[config.mk]
export PLATFORM = sky130hd
export DESIGN_NAME = pipe_latch_skid
export DESIGN_NICKNAME = d
export VERILOG_FILES = /design/src/rtl/pipe_pkg.sv /design/src/rtl/pipe_slot.sv /design/src/rtl/pipe_latch_skid.sv
export SDC_FILE = /design/constraint.sdc
export NUM_CORES = 1
export LEC_CHECK = 0
export CAP_MARGIN = 20
export CORE_MARGIN = 2
export CORE_UTILIZATION = 45
export CTS_CLUSTER_DIAMETER = 100
export DETAILED_ROUTE_END_ITERATION = 10
export GPL_ROUTABILITY_DRIVEN = 0
export PLACE_DENSITY = 0.7
export REMOVE_ABC_BUFFERS = 1
export SLEW_MARGIN = 20
export SYNTH_ARGS = -nofsm -noshare
export SYNTH_HDL_FRONTEND = slang
export SYNTH_SLANG_ARGS = --single-unit
[constraint.sdc]
create_clock -name clk -period 2.65 [get_ports clk]
set_clock_uncertainty 0.05 [all_clocks]
set_input_delay 0.53 -clock clk [delete_from_list [all_inputs] [get_ports clk]]
set_output_delay 0.53 -clock clk [all_outputs]
set_load 0.005 [all_outputs]
[src/rtl/pipe_pkg.sv]
// Shared definitions for the pipeline-stage latches: occupancy width, the
// (main_v, skid_v) state encoding and per-boundary default widths.
package pipe_pkg;

  localparam int OCC_W = 2;

  localparam logic [1:0] ST_EMPTY = 2'b00;
  localparam logic [1:0] ST_ONE   = 2'b10;
  localparam logic [1:0] ST_TWO   = 2'b11;

  localparam int IFID_DATA_W  = 64;
  localparam int IFID_CTRL_W  = 1;
  localparam int IDEX_DATA_W  = 106;
  localparam int IDEX_CTRL_W  = 9;
  localparam int EXMEM_DATA_W = 69;
  localparam int EXMEM_CTRL_W = 6;
  localparam int MEMWB_DATA_W = 32;
  localparam int MEMWB_CTRL_W = 4;

  function automatic logic [OCC_W-1:0] occupancy(input logic main_v, input logic skid_v);
    return {1'b0, main_v} + {1'b0, skid_v};
  endfunction

endpackage

[src/rtl/pipe_slot.sv]
// One storage slot of a pipeline latch: valid flag plus payload and control,
// with independent valid write, payload load and flush clear.
module pipe_slot #(
  parameter int DATA_W = 32,
  parameter int CTRL_W = 4
) (
  input  logic              clk,
  input  logic              rst,
  input  logic              clear,
  input  logic              v_we,
  input  logic              v_d,
  input  logic              load,
  input  logic [DATA_W-1:0] d,
  input  logic [CTRL_W-1:0] c,
  output logic              v_q,
  output logic [DATA_W-1:0] d_q,
  output logic [CTRL_W-1:0] c_q
);

  // NOTE: sequential state uses non-blocking assignments so every slot samples
  // pre-edge values, which is what makes the skid->main move race-free.
  always_ff @(posedge clk or posedge rst) begin
    if (rst) begin
      v_q <= 1'b0;
      d_q <= '0;
      c_q <= '0;
    end else if (clear) begin
      // Payload is left stale on flush; only control must never leak.
      v_q <= 1'b0;
      c_q <= '0;
    end else begin
      if (v_we) v_q <= v_d;
      if (load) begin
        d_q <= d;
        c_q <= c;
      end
    end
  end

endmodule

[src/rtl/pipe_latch_skid.sv]
// Parametrised inter-stage latch with valid/ready handshake, optional 2-entry
// skid buffer, flush, debug enable and control masking of bubbles.
module pipe_latch_skid
  import pipe_pkg::*;
#(
  parameter int DATA_W = MEMWB_DATA_W,
  parameter int CTRL_W = MEMWB_CTRL_W,
  parameter bit SKID   = 1'b1
) (
  input  logic              clk,
  input  logic              rst,
  input  logic              i_enable,
  input  logic              i_flush,
  input  logic              i_valid,
  output logic              o_ready,
  input  logic [DATA_W-1:0] i_data,
  input  logic [CTRL_W-1:0] i_ctrl,
  output logic              o_valid,
  input  logic              i_ready,
  output logic [DATA_W-1:0] o_data,
  output logic [CTRL_W-1:0] o_ctrl,
  output logic [OCC_W-1:0]  o_count
);

  logic              main_v, skid_v;
  logic [DATA_W-1:0] main_d, skid_d;
  logic [CTRL_W-1:0] main_c, skid_c;

  logic in_fire, out_fire;
  logic main_load, main_from_skid, main_v_we, main_v_d;
  logic skid_load, skid_v_we, skid_v_d;
  logic [1:0] state;

  assign state    = {main_v, skid_v};
  assign out_fire = main_v & i_ready & i_enable;
  assign in_fire  = i_valid & o_ready;

  // SKID=1 keeps i_ready off the o_ready path; SKID=0 trades that for one slot.
  generate
    if (SKID) begin : g_ready_skid
      assign o_ready = ~skid_v & i_enable;
    end else begin : g_ready_comb
      assign o_ready = i_enable & (~main_v | i_ready);
    end
  endgenerate

  // NOTE: every always_comb output gets a default first so no path infers a latch.
  always_comb begin
    main_load      = 1'b0;
    main_from_skid = 1'b0;
    main_v_we      = 1'b0;
    main_v_d       = main_v;
    skid_load      = 1'b0;
    skid_v_we      = 1'b0;
    skid_v_d       = skid_v;
    case (state)
      ST_EMPTY: begin
        if (in_fire) begin
          main_load = 1'b1;
          main_v_we = 1'b1;
          main_v_d  = 1'b1;
        end
      end
      ST_ONE: begin
        if (in_fire && !out_fire) begin
          skid_load = 1'b1;
          skid_v_we = 1'b1;
          skid_v_d  = 1'b1;
        end else if (in_fire && out_fire) begin
          main_load = 1'b1;
        end else if (out_fire) begin
          main_v_we = 1'b1;
          main_v_d  = 1'b0;
        end
      end
      ST_TWO: begin
        if (out_fire) begin
          main_load      = 1'b1;
          main_from_skid = 1'b1;
          skid_v_we      = 1'b1;
          skid_v_d       = 1'b0;
        end
      end
      default: ;
    endcase
  end

  pipe_slot #(.DATA_W(DATA_W), .CTRL_W(CTRL_W)) u_main (
    .clk   (clk),
    .rst   (rst),
    .clear (i_flush),
    .v_we  (main_v_we),
    .v_d   (main_v_d),
    .load  (main_load),
    .d     (main_from_skid ? skid_d : i_data),
    .c     (main_from_skid ? skid_c : i_ctrl),
    .v_q   (main_v),
    .d_q   (main_d),
    .c_q   (main_c)
  );

  generate
    if (SKID) begin : g_skid
      pipe_slot #(.DATA_W(DATA_W), .CTRL_W(CTRL_W)) u_skid (
        .clk   (clk),
        .rst   (rst),
        .clear (i_flush),
        .v_we  (skid_v_we),
        .v_d   (skid_v_d),
        .load  (skid_load),
        .d     (i_data),
        .c     (i_ctrl),
        .v_q   (skid_v),
        .d_q   (skid_d),
        .c_q   (skid_c)
      );
    end else begin : g_no_skid
      logic unused_skid;
      assign skid_v      = 1'b0;
      assign skid_d      = '0;
      assign skid_c      = '0;
      assign unused_skid = ^{skid_load, skid_v_we, skid_v_d};
    end
  endgenerate

  assign o_valid = main_v;
  assign o_data  = main_d;
  assign o_ctrl  = main_v ? main_c : '0;
  assign o_count = occupancy(main_v, skid_v);

endmodule

==> reports/results.tsv <==
stage	metric	value	unit
status	outcome	completed	
worst_setup_path	critical_path_buf_inv_count	2	
logic_synthesis	synth_area_per_cell	12.5	sq um
final_layout	drive_gt1_share	8.17	%
final_layout	area_growth	32.9	%
timing	slew_headroom	73.2	%
logic_synthesis	synthArstFlopShare	100	%
clocking	cts_tree	yes	
clocking	cts_num_sinks	74	
timing	worst_slew_pin_slew	402	ps
detailed_routing	num_vias	2434	
power	ir_drop	349	uV
timing	finalWorstSetupSlack	200	ps
min_path	hold_class	reg2reg	
global_route	grt_pass1_wl	12000	um
worst_setup_path	path_delay_family	buffers and inverters	
timing	setup_violations	0	
worst_setup_path	critical_path_required	2070	ps
global_route	grt_pass1_vias	2378	
clocking	insertion_delay	330	ps
clocking	htreeDepth	3	
placement	place_hpwl	4590	um
timing	rsz0062_at_grt	no	
detailed_routing	wl_per_cell	15.8	um
detailed_routing	dr.pass1.iters	4	
timing	clock.fmax	408	MHz
logic_synthesis	synth_seq_cells	74	
final_layout	seqCellArea	0.00185	sq mm
global_route	grt_max_degree	75	
floorplanning	die_y	91.0	um
detailed_routing	ant_nets	0	
timing	hold_viol	0	
clocking	cts_setup_buffers	0	
worst_setup_path	end_kind	output port	
global_route	grt-ovfl-total	0	
clocking	cts_resized	0	
timing	finalCriticalPeriod	2450	ps
detailed_routing	drt_iter0_markers	112	
clocking	cts-root-buf	clkbuf_8	
floorplanning	rows	31	
placement	io_buffers	81	
global_route	track_usage	17.9	%
timing	min_period_over_period	92.4	%
logic_synthesis	ys_seq_area_share	54.4	%
job	maxCapViolCount	0	
clocking	clk_pin_slew	70	ps
worst_setup_path	start_kind	flop	
worst_setup_path	critical-path-max-stage-delay	590	ps
worst_setup_path	worstPathCellList	inv_1, ha_1, clkdlybuf4s50_1	
detailed_routing	drt_drc_violations_left	0	
logic_synthesis	ys.flop_type	dfrtp_1	
placement	dpl_worst_slack	247	ps
detailed_routing	vias_per_cell	5.36	
logic_synthesis	synth_edf_count	0	
logic_synthesis	ys_warn_count	0	
final_layout	fill_cells	624	
final_layout	multi_input_area	0.00139	sq mm
worst_setup_path	crit_fanout	12	
min_path	min_path_cells	1	
floorplanning	die-area	0.00828	sq mm
global_route	antenna_found_initial	0	
worst_setup_path	crit_type	reg2out	
timing	finalSetupTns	0	ps
power	p_leak	2.14	nW
logic_synthesis	syn-cell-area	0.00340	sq mm
floorplanning	io_pins	82	
worst_setup_path	arrival	1870	ps
logic_synthesis	ys_types	27	
floorplanning	start_util	46.7	%
clocking	cts_made_buffers	9	
floorplanning	core_area	0.00729	sq mm
clocking	clock_path_buffers	2	
power	p_per_area	693	mW/mm^2
final_layout	antenna_cells	0	
detailed_routing	routed_wl	7150	um
logic_synthesis	synthCells	273	
floorplanning	die_x	91.0	um
final_layout	nets	396	
worst_setup_path	path_depth	3	
worst_setup_path	cp_slowest_cell	dfrtp_1	
worst_setup_path	ff2ff_path_depth	6	
clocking	cts_hold_buf	0	
timing	final_max_slew_viol_count	0	
==> layout make-up <==
class	count	area share, %
clock buffers	14	3.60
flip-flops and latches	74	40.9
multi-input cells	171	30.8
clock inverters	2	0.775
inverters	4	0.332
well taps	99	2.74
repair buffers	90	20.8
==> logic make-up after synthesis <==
group | share of synthesized area (%)
AND/OR/NAND/NOR | 3.86
AO/OA/AOI/OAI | 13.0
multiplexers | 22.3
flip-flops | 54.4
buffers and inverters | 4.89
adder cells (fa/ha/maj) | 1.47
==> sequential cells by signal (all words and copies together), names as in the netlist <==
name	count
g_skid.u_skid.c_q	4
u_main.v_q	1
g_skid.u_skid.d_q	32
u_main.d_q	32
g_skid.u_skid.v_q	1
u_main.c_q	4
==> through the flow <==
stage          hold slack (ps)  area (sq um)  cells  power [mW]  utilization, %
2_1_floorplan              398          3250    249        1.85               -
5_1_grt                    449          4520    454        3.33            62.0
3_5_place_dp               424          4330    438        2.30            59.3
3_3_place_gp               416          4330    438        2.26            59.3
6_report                   435          4520    454        3.14            62.0
4_1_cts                    441          4520    454        3.18            62.0
==> cells in the final DEF (no fill, tap or decap), types with 3 or more instances in the layout <==
cell,instances
a31oi_1,32
buf_12,5
mux2i_1,40
clkdlybuf4s50_1,81
buf_4,4
o2bb2ai_1,4
ha_1,4
clkbuf_1,3
clkbuf_8,11
inv_1,3
a21oi_1,35
nor2_1,4
and2_1,4
mux2_1,30
dfrtp_1,74
==> power breakdown <==
group | switching (mW) | leakage, nW | internal (mW)
registers | 0.147 | 0.900 | 1.40
logic | 0.263 | 1.14 | 0.454
clock network | 0.384 | 0.101 | 0.487
==> Yosys cell counts, types with 3 or more instances <==
cell type / count / area [sq um]
and2_1: 4 / 25.0
buf_4: 5 / 37.5
nor2_1: 5 / 18.8
ha_1: 4 / 50.1
buf_2: 7 / 35.0
a21oi_1: 35 / 175
inv_1: 4 / 15.0
mux2_1: 30 / 338
clkbuf_1: 7 / 26.3
buf_8: 3 / 45.0
o2bb2ai_1: 4 / 35.0
mux2i_1: 40 / 400
a31oi_1: 32 / 200
dfrtp_1: 74 / 1850
==> metal layers <==
layer / share of wire (%) / vias up / routed length, um / global-route usage, %
met1: 48 / 1206 / 3410 / 25.1
met4: 1.1 / 0 / 78 / 5.43
met2: 47 / 63 / 3350 / 27.7
met3: 4.4 / 9 / 315 / 4.32
met5: 0 / - / 0 / 0
li1: - / 1156 / - / -
==> final timing paths <==
path	from	to	slack (ps)
max in group asynchronous	rst	g_skid.u_skid.d_q[1]	1670
worst max register to register	u_main.v_q	g_skid.u_skid.d_q[14]	440
worst min register to register	g_skid.u_skid.d_q[11]	g_skid.u_skid.d_q[11]	430
worst max-delay path	u_main.v_q	o_count[0]	200
min in group asynchronous	rst	u_main.d_q[3]	540
worst min-delay path	g_skid.u_skid.d_q[11]	g_skid.u_skid.d_q[11]	430
==> worst reg2reg max path, cell delays in order, from the launching register on <==
cell	delay (ps)
dfrtp_1	590
ha_1	350
nand4b_4	140
a21oi_4	130
and2b_1	220
buf_4	270
mux2_1	350
(Power assumes the default switching activity.)
==> variant 1, RTL diff (same flow settings) <==
Change the package constant `OCC_W` from 2 to 4.
--- a/src/rtl/pipe_pkg.sv
+++ b/src/rtl/pipe_pkg.sv
@@ -3,5 +3,5 @@
 package pipe_pkg;
 
-  localparam int OCC_W = 2;
+  localparam int OCC_W = 4;
 
   localparam logic [1:0] ST_EMPTY = 2'b00;
Interface: changed (resized o_count); port bits go from 82 to 84. No check against the original RTL was run, so the function may have changed too.
==> variant 1 against the unedited design <==
- design area grew 0.72%
- final cell count is 0.22% higher
- setup slack better by 0.044 ns
- power increased by 3.3%
- sequential cell count stayed put
- non-clock buffer count decreased by 1
- wire length down 3.6%
- synthesized area rose by 0.55%
- clock power is 13% higher
==> variant 1: results (changes against the unedited design) <==
| Metric | Value |
|---|---|
| Via count of the first global-routing pass | `2367 (-0.46%)` |
| Compound-cell area share of the yosys netlist | `13.0% (-0.072 points)` |
| Total global routing track utilization | `17.5% (-0.43 points)` |
| Hpwl dp | `4.33 mm (-5.5%)` |
| Worst vdd ir | `0.427 mV (+22%)` |
| Sequential fraction of the synthesis area | `54.1% (-0.30 points)` |
| M3 GR Usage | `3.98% (-0.33 points)` |
| Drt total wl | `6.90 mm (-3.6%)` |
| WL per Instance | `15.2 µm (-3.8%)` |
| Synth area leaders | `dfrtp_1 (54%), mux2i_1 (12%), mux2_1 (9.9%)` |
| Switching Fraction | `25.6% (+0.27 points)` |
| Final worst slack | `0.244 ns (+0.0438 ns)` |
| Status | `finished, final reports clean` |
| Mux contribution to synthesized area | `22.2% (-0.12 points)` |
| Share of power burned in registers | `47.7% (-1.7 points)` |
| GR Layer Usage met1 | `24.7% (-0.44 points)` |
| Pre-CTS setup slack | `0.278 ns (+0.0308 ns)` |
| Routed length on met1 | `3.32 mm (-2.4%)` |
| Reg2reg end | `g_skid.u_skid.d_q[30]` |
| Share of layout cells above drive strength 1 | `8.99% (+0.82 points)` |
| WL met2 | `3.14 mm (-6.2%)` |
| Post-synth cell types | `28 (+3.7%)` |
| Crit path DAT | `1.83 ns (-0.04 ns)` |
| Via-to-Cell Ratio | `5.26 (-1.9%)` |
| Placed insts | `439 (+0.23%)` |
| Synth Instances | `276 (+1.1%)` |
| DR iter-0 viols | `80 (-29%)` |
| Final Net Count | `397 (+0.25%)` |
| Leak pwr | `2.15 nW (+0.54%)` |
## variant 1: cell type report
class,instances,area (µm²)
Clock inverter,6,90.1
Tap cell,99,124
Sequential cell,74,1850
Fill cell,610,2740
Clock buffer,10,138
Inverter,4,16.3
Timing Repair Buffer,89,933
Multi-Input combinational cell,173,1400
## variant 1: through the flow
| step | util (%) | total power, W | area, µm² | TNS (ns) |
|---|---|---|---|---|
| CTS | 62.5 | 0.00328 | 4560 | 0 |
| detailed placement | 59.4 | 0.00229 | 4330 | 0 |
| global route | 62.5 | 0.00342 | 4560 | 0 |
| global placement | 59.4 | 0.00226 | 4330 | 0 |
| floorplan | - | 0.00185 | 3260 | -88.33 |
| finish | 62.5 | 0.00324 | 4560 | 0 |
## variant 1: worst min path at each step
stage | start | endpoint | slack [ns] | cells after the start
3_3_place_gp | g_skid.u_skid.d_q[4] | g_skid.u_skid.d_q[4] | 0.42 | 1
6_report | g_skid.u_skid.d_q[10] | g_skid.u_skid.d_q[10] | 0.44 | 1
3_5_place_dp | u_main.c_q[3] | u_main.c_q[3] | 0.42 | 1
5_1_grt | g_skid.u_skid.d_q[10] | g_skid.u_skid.d_q[10] | 0.45 | 1
2_1_floorplan | u_main.c_q[3] | u_main.c_q[3] | 0.40 | 1
4_1_cts | g_skid.u_skid.d_q[1] | g_skid.u_skid.d_q[1] | 0.44 | 1
## variant 1: power groups by stage
stage / clock (W) / combinational [W] / sequential (W)
floorplan: 0 / 0.000301 / 0.00155
global placement: 0 / 0.000708 / 0.00155
detailed placement: 0 / 0.000726 / 0.00156
CTS: 0.00101 / 0.000725 / 0.00155
global route: 0.00106 / 0.000784 / 0.00158
finish: 0.000983 / 0.000712 / 0.00154
==> variant 2, RTL diff (same settings) <==
Made on the original files. Make the reset (`rst`) synchronous in one clocked block.
--- a/src/rtl/pipe_slot.sv
+++ b/src/rtl/pipe_slot.sv
@@ -20,5 +20,5 @@
   // NOTE: sequential state uses non-blocking assignments so every slot samples
   // pre-edge values, which is what makes the skid->main move race-free.
-  always_ff @(posedge clk or posedge rst) begin
+  always_ff @(posedge clk) begin
     if (rst) begin
       v_q <= 1'b0;
Function: differs if rst is asserted again (counterexample within 4 cycles, from zero or initial values and one cycle with rst high); with rst held inactive, the same outputs for 10 cycles.
==> variant 2 against the unedited design <==
- wire length rose by 12%
- core utilization fell by 0.79 points
- synthesized cell count rose by 29%
- sequential cell count did not move
- worst hold slack got worse by 0.031 ns
- via count rose by 14%
- setup slack improved by 0.00099 ns
- synthesized area fell by 0.15%
- highest routed layer unchanged
- count of clock-buffer cells in the layout fell by 1
- design area fell by 1.3%
- die area fell by 0.14%
- first-iteration DRC count fell by 9.8%
Power is not compared: it rests on default switching activity, and its combinational part moved more than twofold at a synthesized area within 25%.
==> variant 2: results (changes against the unedited design) <==
| Metric | Value |
|---|---|
| Synth top cells by count | `dfxtp_1 (74), a21oi_1 (68), nand2_1 (67)` |
| Top routing layer in use | `met4` |
| Biggest fanout along the worst timing path | `5 (-7)` |
| Root buf cell | `clkbuf_8` |
| Fill cells | `672 (+7.7%)` |
| First-pass GRT wire length | `13.3 mm (+11%)` |
| Commonest register cell after synthesis | `dfxtp_1` |
| Total global routing track utilization | `19.9% (+2.0 points)` |
| WL met2 | `3.81 mm (+14%)` |
| Largest net degree at the start of global routing | `33 (-56%)` |
| WL per Instance | `15.0 µm (-4.6%)` |
| DR iter-0 viols | `101 (-9.8%)` |
| Via count of the first global-routing pass | `2710 (+14%)` |
| Routed length on met1 | `3.73 mm (+9.6%)` |
| Sequential fraction of the synthesis area | `43.6% (-11 points)` |
| Synth area leaders | `dfxtp_1 (44%), a211oi_2 (11%), mux2i_1 (11%)` |
| Post-synth ARST share | `0% (-100 points)` |
| Via Count | `2775 (+14%)` |
| R2R setup slack | `0.60 ns (+0.16 ns)` |
| Hold Crit Depth | `2 (+1)` |
| Status | `finished, final reports clean` |
| Post-synth cell types | `31 (+15%)` |
| Leak pwr | `1.72 nW` |
| Share of layout cells above drive strength 1 | `16.2% (+8.0 points)` |
| Met3 routed WL | `402 µm (+28%)` |
| Final Net Count | `475 (+20%)` |
variant 2: power breakdown:
group / total (W) / internal [W] / switching [W] / leakage, nW
sequential: 0.00116 / 0.00114 / 0.0000179 / 0.600
clock: 0.000771 / 0.000386 / 0.000385 / 0.0855
combinational: 0.000305 / 0.000165 / 0.000140 / 1.04
variant 2: final cells by class:
| cell class | count | area [µm²] | share of cell area (%) |
|---|---|---|---|
| clock buffers | 13 | 159 | 3.56 |
| clock inverters | 2 | 12.5 | 0.280 |
| inverters | 3 | 11.3 | 0.252 |
| multi-input cells | 245 | 1720 | 38.6 |
| flip-flops and latches | 74 | 1480 | 33.2 |
| well taps | 99 | 124 | 2.77 |
| repair buffers | 96 | 956 | 21.4 |
variant 2: per-layer routing:
metal	vias up	global-route usage [%]
li1	1401	-
met1	1302	26.6
met2	68	31.6
met3	4	5.76
met4	0	4.92
met5	-	0
variant 2: cells by family (layout without fill, tap and decap cells):
family	count (synthesis)	in the layout	synth area share, %
adder cells (fa/ha/maj)	4	4	1.47
multiplexers	40	40	11.9
AO/OA/AOI/OAI	106	106	23.3
AND/OR/NAND/NOR	95	95	13.4
buffers and inverters	33	114	6.29
flip-flops	74	74	43.6
variant 2: through the flow:
stage | setup WS (ns) | cells | hold slack, ns | setup TNS (ns) | utilization (%)
after floorplan | -0.970 | 322 | 0.380 | -31.71 | -
after global placement | 0.199 | 517 | 0.391 | 0 | 58.9
after detailed placement | 0.194 | 517 | 0.396 | 0 | 58.9
after CTS | 0.198 | 532 | 0.406 | 0 | 61.2
after global routing | 0.119 | 532 | 0.425 | 0 | 61.2
final | 0.201 | 532 | 0.404 | 0 | 61.2
variant 2: worst max-delay path, stage by stage:
cell             delay [ns]
clkdlybuf4s50_1        0.62
nor2b_1                0.20
clkdlybuf4s50_1        0.51
variant 2: worst paths after layout:
path	from	end
hold reg to reg	g_skid.u_skid.d_q[4]	g_skid.u_skid.d_q[4]
setup / recovery	i_enable	o_ready
hold / removal	g_skid.u_skid.d_q[4]	g_skid.u_skid.d_q[4]
setup reg to reg	u_main.v_q	g_skid.u_skid.d_q[13]
